==> src/rtl/bcd_entry.sv <==
// bcd_entry: debounced five-button editor for a 10-digit BCD operand and a mode code.
module bcd_entry #(
  parameter int unsigned DEBOUNCE_CYCLES = 1000000,
  parameter int unsigned MODE_COUNT      = 3
) (
  input  logic        clk,
  input  logic        rst,
  input  logic        btn_up,
  input  logic        btn_down,
  input  logic        btn_left,
  input  logic        btn_right,
  input  logic        btn_center,
  output logic [39:0] BCD,
  output logic [3:0]  mode,
  output logic [3:0]  cursor,
  output logic        commit
);

  localparam int unsigned NUM_BTN = 5;
  localparam int unsigned DIGITS  = 10;
  localparam int unsigned CNT_W   = (DEBOUNCE_CYCLES > 2) ? $clog2(DEBOUNCE_CYCLES) : 1;

  localparam logic [CNT_W-1:0] CNT_LAST    = CNT_W'(DEBOUNCE_CYCLES - 1);
  localparam logic [3:0]       MODE_LAST   = 4'(MODE_COUNT - 1);
  localparam logic [3:0]       CURSOR_MODE = 4'd10;

  // Bit positions of each button in the packed button vectors.
  localparam int unsigned BTN_RIGHT  = 0;
  localparam int unsigned BTN_LEFT   = 1;
  localparam int unsigned BTN_DOWN   = 2;
  localparam int unsigned BTN_UP     = 3;
  localparam int unsigned BTN_CENTER = 4;

  logic [NUM_BTN-1:0] btn_raw;
  logic [NUM_BTN-1:0] sync_a;
  logic [NUM_BTN-1:0] sync_b;
  logic [NUM_BTN-1:0] stable;
  logic [NUM_BTN-1:0] press;
  logic [CNT_W-1:0]   cnt [NUM_BTN];

  logic [39:0] bcd_q,    bcd_n;
  logic [3:0]  mode_q,   mode_n;
  logic [3:0]  cursor_q, cursor_n;
  logic        commit_q, commit_n;

  assign btn_raw = {btn_center, btn_up, btn_down, btn_left, btn_right};

  // Two-flop synchronizer for the raw buttons.
  always_ff @(posedge clk or posedge rst) begin
    if (rst) begin
      sync_a <= '0;
      sync_b <= '0;
    end else begin
      sync_a <= btn_raw;
      sync_b <= sync_a;
    end
  end

  // Debouncer per button; press is a registered one-cycle pulse on an accepted 0->1.
  always_ff @(posedge clk or posedge rst) begin
    if (rst) begin
      stable <= '0;
      press  <= '0;
      for (int unsigned i = 0; i < NUM_BTN; i++) cnt[i] <= '0;
    end else begin
      press <= '0;
      for (int unsigned i = 0; i < NUM_BTN; i++) begin
        if (sync_b[i] == stable[i]) begin
          cnt[i] <= '0;
        end else if (cnt[i] == CNT_LAST) begin
          stable[i] <= sync_b[i];
          press[i]  <= sync_b[i];
          cnt[i]    <= '0;
        end else begin
          cnt[i] <= cnt[i] + CNT_W'(1);
        end
      end
    end
  end

  // Edit state register.
  always_ff @(posedge clk or posedge rst) begin
    if (rst) begin
      bcd_q    <= '0;
      mode_q   <= '0;
      cursor_q <= '0;
      commit_q <= 1'b0;
    end else begin
      bcd_q    <= bcd_n;
      mode_q   <= mode_n;
      cursor_q <= cursor_n;
      commit_q <= commit_n;
    end
  end

  // Apply the highest-priority press event; others in the same cycle are dropped.
  always_comb begin
    bcd_n    = bcd_q;
    mode_n   = mode_q;
    cursor_n = cursor_q;
    commit_n = 1'b0;
    if (press[BTN_CENTER]) begin
      commit_n = 1'b1;
    end else if (press[BTN_UP]) begin
      if (cursor_q == CURSOR_MODE) begin
        mode_n = (mode_q == MODE_LAST) ? 4'd0 : mode_q + 4'd1;
      end else begin
        for (int unsigned k = 0; k < DIGITS; k++) begin
          if (cursor_q == 4'(k)) begin
            bcd_n[4*k +: 4] = (bcd_q[4*k +: 4] == 4'd9) ? 4'd0 : bcd_q[4*k +: 4] + 4'd1;
          end
        end
      end
    end else if (press[BTN_DOWN]) begin
      if (cursor_q == CURSOR_MODE) begin
        mode_n = (mode_q == 4'd0) ? MODE_LAST : mode_q - 4'd1;
      end else begin
        for (int unsigned k = 0; k < DIGITS; k++) begin
          if (cursor_q == 4'(k)) begin
            bcd_n[4*k +: 4] = (bcd_q[4*k +: 4] == 4'd0) ? 4'd9 : bcd_q[4*k +: 4] - 4'd1;
          end
        end
      end
    end else if (press[BTN_LEFT]) begin
      cursor_n = (cursor_q == CURSOR_MODE) ? 4'd0 : cursor_q + 4'd1;
    end else if (press[BTN_RIGHT]) begin
      cursor_n = (cursor_q == 4'd0) ? CURSOR_MODE : cursor_q - 4'd1;
    end
  end

  assign BCD    = bcd_q;
  assign mode   = mode_q;
  assign cursor = cursor_q;
  assign commit = commit_q;

endmodule

==> config.mk <==
export PLATFORM = sky130hd
export DESIGN_NAME = bcd_entry
export DESIGN_NICKNAME = d
export VERILOG_FILES = /design/src/rtl/bcd_entry.sv
export SDC_FILE = /design/constraint.sdc
export NUM_CORES = 1
export LEC_CHECK = 0
export ABC_AREA = 1
export CORE_ASPECT_RATIO = 0.7
export CORE_MARGIN = 4
export CORE_UTILIZATION = 50
export CTS_BUF_LIST = sky130_fd_sc_hd__clkbuf_4
export CTS_CLUSTER_SIZE = 25
export DETAILED_ROUTE_END_ITERATION = 10
export GPL_ROUTABILITY_DRIVEN = 0
export HOLD_SLACK_MARGIN = 0.02
export PLACE_DENSITY = 0.69
export SYNTH_ARGS = -nofsm -noshare
export SYNTH_HDL_FRONTEND = slang
export SYNTH_SLANG_ARGS = --single-unit
==> constraint.sdc <==
create_clock -name clk -period 8.3 [get_ports clk]
set_clock_uncertainty 0.2 [all_clocks]
set_input_delay 0.83 -clock clk [delete_from_list [all_inputs] [get_ports clk]]
set_output_delay 0.83 -clock clk [all_outputs]
set_load 0.1 [all_outputs]
Yosys cells after proc, flatten, opt, wreduce, memory -nomap -nowiden
Cells that the tools add are included.
Widths: inputs -> output; s select.

word-level totals
  output and inout port bits = 49
  bits of input ports = 7
  register bits after elaboration = 169
  logic and storage cells = 201

operators by class
  add/sub/neg operators = 29
  equality and inequality tests = 31
  reduce and logical (&&, ||, !) cells = 31
  multiplexer cells = 75
  bitwise operators = 9

operators by type and width
  kind                   count
  $mux 20                10
  $mux 4                 50
  $mux 40                4
  $add 20x1->20 const B  5
  $eq 20x20->1 const B   5
  $eq 4x4->1 const B     13
  $add 4x1->4 const B    12
  $logic_not 4->1        12
  $sub 4x1->4 const B    12
  $reduce_and 4->1       11
  $eq 4x3->1 const B     4
  $eq 4x2->1 const B     3
  $mux 1                 11
  $reduce_and 2->1       5
  $not 1->1              9
  $eq 1x1->1             5
  $eq 4x1->1 const B     1
  $reduce_bool 2->1      2
  $reduce_and 3->1       1

Depth between registers and ports, before layout
Gate-level depths: netlist (run 1).

  depth after elaboration = 6
  mapped depth = 9
  gate-level depth less buffers = 9

Worst setup path before layout (run 1)
OpenSTA, ideal clock, no wires.

  kind = register -> register
  start = register cursor_q[0], in the netlist cursor[0]
  end = register bcd_q[22], in the netlist BCD[22]
  buffers on the path = 0
  arrival = 2.151 ns
  period minus slack after synthesis = 2.476 ns
  cell stages (with the launch flop) = 9
  required time = 7.974 ns
  setup time = 0.126 ns
  path slack = 5.824 ns
  cell sequence = dfrtp_1 -> inv_1 -> ha_1 -> nand2_4 -> nand2_8 -> nor2_8 -> nand2_4 -> o21ai_1 -> nand2_1

between the ends
  word-level cells in the longest chain between the ends = 3
  elaborated cells on any way between the ends = 4
  classes of those cells = eq/ne: 2; bitwise: 1; reduce/logical: 1

ends and longest elaborated chain
  what                                   line      RTL
  from (decl)                            43        logic [3:0] cursor_q, cursor_n;
  from (signal assigned)                 91        cursor_q <= cursor_n;
  $eq 4x4->1                             105, 115
  $not 1->1 (no source line)             -
  $reduce_and 4->1 (no source line) (*)  -
  to (signal assigned)                   89        bcd_q <= bcd_n;
  to (decl)                              41        logic [39:0] bcd_q, bcd_n;

Every way passes the cells marked *; elsewhere a longest branch is shown, timed or not.
A chain may end at the register's enable or synchronous reset.

Worst setup path in the final report (run 1)
  start = register cursor_q[2], in the netlist cursor[2]
  end = output port cursor[2]

RTL lines
  what       line  RTL
  to (decl)  15    output logic [3:0] cursor,

No word-level cell between the ends.

==> summary.txt, run 1 <==
Clock network
  • Clk_lat worst skew: 0.56 ns
  • Sink Count: 169
  • Post-CTS Hold Buffers: 0
  • H-tree Lvls: 4
  • CTS Buf Count: 17
  • Post-CTS setup buffers: 0
  • CTS tree: built
  • Max clock buf depth: 2
  • Root Driver: clkbuf_4
  • Clk pin slew, worst setup/hold paths: 0.14 ns
  • Post-CTS sizing: 0

Synth
  • Yosys top cell area share: 44.3%
  • Post-synth top area cell: dfrtp_1
  • Top cells by area, synth: dfrtp_1 44%, nand2_1 14%, nor2_1 10%
  • #FFs+latches synth: 169
  • Netlist Area Pre-Place: 9550 sq um
  • Avg Cell Area, Syn: 7.41 sq um
  • Syn Nets: 1309
  • Yosys cell types: 34
  • Post-Syn Instances: 1288
  • Sequential element share of the synthesized area: 44.3%
  • Ys Warns: 0

Global routing
  • Met3 Usage GRT: 4.46%
  • First-pass GRT wire length: 33.9 mm
  • Met1 global-route usage: 29.2%
  • Met2 Use GR: 28.2%
  • Total global-route track usage: 19.1%
  • GR peak layer: met1
  • Largest net degree at the start of global routing: 102
  • Initial antenna violation count: 0
  • Vias in the first global route: 7077
  • Total congestion overflow: 0

Critical path
  • R2R cell count: 8
  • R2R Path End: BCD[11]
  • Arrival @ worst endpoint: 2.36 ns
  • Crit path kind: register to output port
  • Critical path buffers and inverters: 1
  • Crit-path slowest cell: clkdlybuf4s50_1
  • Startpoint types: register
  • Crit-path leading delay family: buffers and inverters
  • Worst Path Max Fanout: 7
  • Worst Setup End Kind: output port
  • Setup slack, reg-to-reg: 6.17 ns
  • Worst EP required: 7.27 ns
  • Worst r2r src: press[3]
  • Worst path cell trace: clkdlybuf4s50_1
  • Max stage delay on crit path: 1.21 ns

Power and ir drop
  • Leakage: 4.98 nW
  • Maximum VDD drop: 0.000101 V
  • Combinational Power Share: 3.1%
  • Sequential share of power: 62.5%
  • Power share of the clock group: 34.4%
  • Int Pwr: 1.02 mW
  • Switching Share: 24.0%
  • Switching power: 0.322 mW
  • Pwr Density: 126 nW/um^2

Timing
  • Tmin final: 3.39 ns
  • Setup TNS Final: 0 ns
  • Worst slew pin tran: 1.06 ns
  • Crit share post-route: 40.8%
  • Hold Vio Cnt, Final: 0
  • Final Setup Violations: 0
  • Max-slew headroom: 29.2%
  • RSZ-0062 raised after global routing: no
  • Final hold slack: 0.149 ns
  • Final-report max-slew violation count: 0
  • Fmax: 295 MHz

Drt
  • Final wirelength: 19.8 mm
  • First-pass detailed-route iteration total: 5
  • Drt via density: 5.06
  • Initial drt markers: 697
  • Drt drc: 0
  • Vias: 8123
  • Routed WL per cell: 12.4 um
  • Remaining antenna violation count: 0

Floorplanning
  • FP Rows: 41
  • Initial Util: 52.0%
  • Die Wd: 173 um
  • Die area: 21400 sq um
  • Io pins: 56
  • CORE AREA: 18400 sq um
  • Die height: 124 um

Finish
  • Commonest cells after routing, fill and taps aside: 344 x nand2_1, 255 x nor2_1, 169 x dfrtp_1
  • Most common cell after layout, fill and taps aside: nand2_1
  • # nets final: 1377
  • Diode count: 0
  • Final Core Density: 58.0%
  • Share of layout cells above drive strength 1: 6.29%
  • Area grow syn2layout: 11.5%

Placed design
  • Post-DP HPWL: 14.4 mm
  • # port buffers: 55

Worst hold path
  • WHS Endpoint: sync_b[1]
  • Worst hold path type: register to register
  • Worst Hold Depth: 0
  • Hold_sp: sync_a[1]

Run
  • Max-cap viol count: 0

Run status
  • Outcome: completed
power groups by stage:
stage | Clock (mW) | Combinational, mW | Sequential [mW]
finish | 0.461 | 0.0422 | 0.838
detailed placement | 0 | 0.0441 | 0.854
global placement | 0 | 0.0435 | 0.854
floorplan | 0 | 0.0303 | 0.852
CTS | 0.481 | 0.0441 | 0.838
global route | 0.521 | 0.0501 | 0.840
layer usage:
metal  part of all wire, %  routed length, um  vias to the layer above
met3                   5.7               1130                       11
met4                  0.67                133                        0
met2                    41               8150                      222
met1                    53              10400                     3695
met5                     0                  0                        -
li1                      -                  -                     4195
cell type report:
type	instances	area, sq um
tap	236	295
clock buffer	18	135
fill	1715	7720
sequential	169	4230
timing repair buffer	57	566
multi-input combinational	965	4730
clock inverter	13	129
inverter	146	561
cells by family after synthesis:
| family | synth area share (%) |
|---|---|
| xor gates and xnor gates | 6.68 |
| adders and majority gates | 1.83 |
| AOI/OAI and AO/OA | 5.88 |
| DFF | 44.3 |
| and+or+nand+nor | 35.1 |
| buffers and inverters | 6.18 |
flip-flops by register name (all words and copies together), names as in the netlist:
register  flops
cursor        4
sync_b        5
commit        1
press         5
cnt         100
mode          4
stable        5
BCD          40
sync_a        5
metrics by stage:
| step | instances | cell area (sq um) | total power [mW] | setup WS (ns) |
|---|---|---|---|---|
| global placement | 1573 | 10400 | 0.897 | 5.13 |
| detailed placement | 1573 | 10400 | 0.898 | 5.12 |
| global route | 1604 | 10600 | 1.41 | 4.81 |
| floorplan | 1288 | 9550 | 0.883 | 2.69 |
| CTS | 1604 | 10600 | 1.36 | 4.86 |
| finish | 1604 | 10600 | 1.34 | 4.91 |
synth_stat cells (all sizes together):
library cell / count
nand3b: 4
and2: 2
dfrtp: 169
buf: 4
xnor2: 17
a21oi: 38
o22ai: 7
o211ai: 3
inv: 146
a31oi: 6
nand3: 90
clkbuf: 4
ha: 14
o21ai: 49
nand2: 356
nor3: 27
nand4: 18
nor3b: 6
nor2: 273
xor2: 55
worst max path at each step:
stage	startpoint	to	slack, ns	cells after the start
finish	cursor[2]	cursor[2]	4.91	1
global route	cursor[2]	cursor[2]	4.81	1
CTS	cursor[2]	cursor[2]	4.86	1
detailed placement	rst	press[4]	5.12	3
global placement	rst	cnt[22]	5.13	3
floorplan	rst	BCD[0]	2.69	1
Note: power is estimated with default switching activity, not from simulation.
==> inputs of run 2 (changes only) <==
- clock period: 8.3 -> 3.4 ns (I/O delays scaled with it)
==> summary.txt, run 2 (same netlist as run 1, synthesis figures left out) <==
Run status
  • Outcome: completed

Critical path
  • Worst path cell trace: clkdlybuf4s50_1
  • Critical path buffers and inverters: 1
  • Crit path kind: register to output port
  • Max stage delay on crit path: 1.19 ns
  • Startpoint types: register
  • Worst EP required: 2.86 ns
  • Arrival @ worst endpoint: 2.24 ns
  • Worst Setup End Kind: output port
  • Worst Path Max Fanout: 6
  • Crit-path slowest cell: clkdlybuf4s50_1
  • Crit-path leading delay family: buffers and inverters

Power and ir drop
  • Pwr Total: 3.36 mW
  • Maximum VDD drop: 0.000214 V
  • Leakage: 5.04 nW
  • Pwr Density: 314 nW/um^2

Finish
  • Most common cell after layout, fill and taps aside: nand2_1
  • # nets final: 1382
  • # fillers: 1701
  • Sequential Area: 4230 sq um
  • Area occupied by multi-input gates: 4730 sq um
  • Diode count: 0
  • Area grow syn2layout: 12.0%
  • Largest reg by FF count: cnt
  • Commonest cells after routing, fill and taps aside: 344 x nand2_1, 255 x nor2_1, 169 x dfrtp_1
  • Max reg flops: 100
  • Share of layout cells above drive strength 1: 7.21%

Drt
  • Routed WL per cell: 12.0 um
  • Vias: 8014
  • Initial drt markers: 765
  • Final wirelength: 19.4 mm
  • Remaining antenna violation count: 0
  • First-pass detailed-route iteration total: 5
  • Drt via density: 4.98
  • Drt drc: 0

Global routing
  • Met1 global-route usage: 28.7%
  • First-pass GRT wire length: 33.9 mm
  • Initial antenna violation count: 0
  • Met2 Use GR: 28.1%
  • Total global-route track usage: 19.0%
  • Met3 Usage GRT: 3.97%
  • Vias in the first global route: 7218
  • Largest net degree at the start of global routing: 170
  • Total congestion overflow: 0
  • GR peak layer: met1

Timing
  • Max-slew headroom: 34.6%
  • Hold Vio Cnt, Final: 0
  • Final-report max-slew violation count: 0
  • Worst slew pin tran: 0.979 ns
  • Fmax: 360 MHz
  • Crit share post-route: 81.7%
  • Setup TNS Final: 0 ns
  • Post-route setup slack: 0.621 ns
  • RSZ-0062 raised after global routing: no
  • Final Setup Violations: 0
  • Tmin final: 2.78 ns

Clock network
  • Post-CTS sizing: 0
  • Post-CTS Hold Buffers: 4
  • H-tree Lvls: 4
  • CTS Buf Count: 17
  • CTS tree: built
  • Max clock buf depth: 2
  • Clk pin slew, worst setup/hold paths: 0.14 ns
  • Post-CTS setup buffers: 0
  • Root Driver: clkbuf_4
  • Clk_lat worst skew: 0.56 ns
  • Sink Count: 169

Floorplanning
  • CORE AREA: 18400 sq um
  • Die area: 21400 sq um
  • Io pins: 56
  • FP Rows: 41
  • Initial Util: 52.0%
  • Die Wd: 173 um
  • Die height: 124 um

Run
  • Max-cap viol count: 0

Worst hold path
  • Worst hold path type: register to register

Placed design
  • Setup WS pre-CTS: 1.23 ns
  • # port buffers: 55
  • Post-DP HPWL: 14.2 mm
## run 2: changes by cell type in the layout (fill, tap and decap cells not counted), moves of 2 or more
cell,delta
clkinvlp_4,+3
clkdlybuf4s50_1,-13
clkinv_4,-2
dlygate4sd3_1,+5
buf_4,+12
## run 2: path summary, 6_finish.rpt
check,slack (ns),from,to,cells past startpoint
min in group asynchronous,0.19,rst,commit,3
max reg2reg,1.44,cnt[20],cnt[35],8
max in group asynchronous,2.21,rst,press[3],3
min,0.16,sync_a[1],sync_b[1],0
min reg2reg,0.16,sync_a[1],sync_b[1],0
max,0.62,BCD[4],BCD[4],1
## run 2: per-layer routing
| layer | wire length [um] | vias up | share of wire (%) |
|---|---|---|---|
| li1 | - | 4206 | - |
| met1 | 10400 | 3634 | 53 |
| met2 | 7800 | 156 | 40 |
| met3 | 991 | 18 | 5.1 |
| met4 | 227 | 0 | 1.2 |
| met5 | 0 | - | 0 |
## run 2: final cells by class
| class | count | share of cell area [%] |
|---|---|---|
| clock buffer | 18 | 1.26 |
| clock inverter | 14 | 1.45 |
| inverter | 146 | 5.23 |
| multi-input combinational | 965 | 44.2 |
| sequential | 169 | 39.5 |
| tap | 236 | 2.76 |
| timing repair buffer | 62 | 5.57 |
## run 2: where the power goes
part / switching (mW) / internal (mW) / total (mW)
Combinational: 0.0789 / 0.0301 / 0.109
Sequential: 0.0158 / 2.03 / 2.05
Clock: 0.697 / 0.508 / 1.21
Total: 0.791 / 2.57 / 3.36
## run 2: stage by stage
stage | hold WS, ns | area, sq um | util (%) | instances
3_5_place_dp | 0.136 | 10400 | 56.4 | 1573
3_3_place_gp | 0.133 | 10400 | 56.4 | 1573
5_1_grt | 0.171 | 10700 | 58.3 | 1610
6_report | 0.164 | 10700 | 58.3 | 1610
2_1_floorplan | 0.131 | 9550 | - | 1288
4_1_cts | 0.0276 | 10700 | 58.2 | 1609
==> inputs of run 3 (changes only) <==
- PLACE_DENSITY: 0.69 -> 0.71
- clock period: 3.4 -> 2.4 ns (I/O delays scaled with it)
==> summary.txt, run 3 (same netlist as run 1, synthesis figures left out) <==
Timing
  • Setup TNS Final: 0 ns
  • Max-slew headroom: 66.2%
  • Tmin final: 1.96 ns
  • Hold Vio Cnt, Final: 0
  • RSZ-0062 raised after global routing: no
  • Final Setup Violations: 0
  • Crit share post-route: 81.6%
  • Final-report max-slew violation count: 0
  • Fmax: 511 MHz
  • Worst slew pin tran: 0.507 ns

Clock network
  • H-tree Lvls: 4
  • CTS tree: built
  • Root Driver: clkbuf_4
  • Max clock buf depth: 2
  • Sink Count: 169
  • Post-CTS Hold Buffers: 6
  • Post-CTS sizing: 0
  • Post-CTS setup buffers: 0
  • CTS Buf Count: 17
  • Clk_lat worst skew: 0.56 ns
  • Clk pin slew, worst setup/hold paths: 0.14 ns

Floorplanning
  • Die height: 124 um
  • FP Rows: 41
  • Initial Util: 52.0%
  • CORE AREA: 18400 sq um
  • Die area: 21400 sq um
  • Die Wd: 173 um
  • Io pins: 56

Placed design
  • # port buffers: 55
  • Post-DP HPWL: 14.7 mm
  • Placed Cells incl. Taps: 1575

Critical path
  • Worst path cell trace: buf_4
  • Crit-path slowest cell: dfrtp_1
  • Critical path buffers and inverters: 1
  • Startpoint types: register
  • Worst Path Max Fanout: 7
  • Arrival @ worst endpoint: 1.52 ns
  • Worst Setup End Kind: output port
  • Crit path kind: register to output port
  • Setup slack, reg-to-reg: 0.50 ns
  • Worst EP required: 1.96 ns
  • Crit-path leading delay family: flip-flops
  • Max stage delay on crit path: 0.58 ns

Drt
  • Final wirelength: 19.9 mm
  • Routed WL per cell: 12.3 um
  • Vias: 8062
  • First-pass detailed-route iteration total: 5
  • Drt via density: 5.00
  • Initial drt markers: 659
  • Drt drc: 0
  • Remaining antenna violation count: 0

Finish
  • # nets final: 1385
  • Area grow syn2layout: 12.0%
  • Commonest cells after routing, fill and taps aside: 344 x nand2_1, 255 x nor2_1, 169 x dfrtp_1
  • Largest reg by FF count: cnt
  • Most common cell after layout, fill and taps aside: nand2_1
  • Post-route insts no fill: 1614
  • Final Core Density: 58.2%
  • Share of layout cells above drive strength 1: 10.2%
  • Max reg flops: 100

Power and ir drop
  • Switching Share: 23.5%
  • Pwr Density: 463 nW/um^2
  • Power share of the clock group: 38.2%
  • Maximum VDD drop: 0.000377 V
  • Combinational Power Share: 3.3%
  • Sequential share of power: 58.5%
  • Leakage: 5.16 nW
  • Switching power: 1.17 mW
  • Pwr Total: 4.96 mW
  • Int Pwr: 3.79 mW

Global routing
  • Vias in the first global route: 7399
  • Initial antenna violation count: 1
  • Total congestion overflow: 0
  • Largest net degree at the start of global routing: 92
  • First-pass GRT wire length: 34.7 mm
  • Total global-route track usage: 19.5%

Run
  • Max-cap viol count: 0

Worst hold path
  • Worst hold path type: register to register

Run status
  • Outcome: completed
==> run 3: changes by cell type in the layout (fill, tap and decap cells not counted), moves of 2 or more <==
| cell | before | now |
|---|---|---|
| clkinv_1 | 4 | 0 |
| buf_4 | 14 | 51 |
| clkdlybuf4s50_1 | 42 | 6 |
| inv_6 | 1 | 5 |
| clkinvlp_4 | 4 | 2 |
==> run 3: worst paths after layout <==
path,start,endpoint,cells after the start
hold / removal,sync_a[0],sync_b[0],0
setup / recovery,cursor[2],cursor[2],1
max in group asynchronous,rst,cursor[3],4
min in group asynchronous,rst,cnt[49],4
hold reg to reg,sync_a[0],sync_b[0],0
setup reg to reg,cnt[20],cnt[37],8
==> run 3: cell type report <==
class	instances	area, sq um
clock inverter	13	190
antenna	1	2.50
sequential	169	4230
clock buffer	19	143
timing repair buffer	65	543
tap	236	295
inverter	146	559
multi-input combinational	965	4730
fill	1665	7670
==> run 3: per-layer routing <==
metal	vias to the layer above	global-route usage, %	share of wire (%)
li1	4215	-	-
met1	3652	29.4	54
met2	181	28.5	40
met3	14	4.28	4.8
met4	0	5.73	1.0
met5	-	0	0
==> run 3: power groups by stage <==
stage / clock network (mW) / logic, mW / registers (mW)
6_report: 1.90 / 0.162 / 2.90
5_1_grt: 2.09 / 0.192 / 2.90
3_3_place_gp: 0 / 0.156 / 2.95
4_1_cts: 1.97 / 0.168 / 2.90
3_5_place_dp: 0 / 0.161 / 2.95
2_1_floorplan: 0 / 0.105 / 2.95
==> run 3: stage by stage <==
| step | hold slack [ns] | instance area (sq um) | setup WS, ns |
|---|---|---|---|
| after detailed placement | 0.135 | 10300 | 0.525 |
| final | 0.164 | 10700 | 0.443 |
| after CTS | 0.167 | 10700 | 0.382 |
| after global routing | 0.176 | 10700 | 0.285 |
| after floorplan | 0.0714 | 9550 | -0.195 |
| after global placement | 0.134 | 10300 | 0.591 |
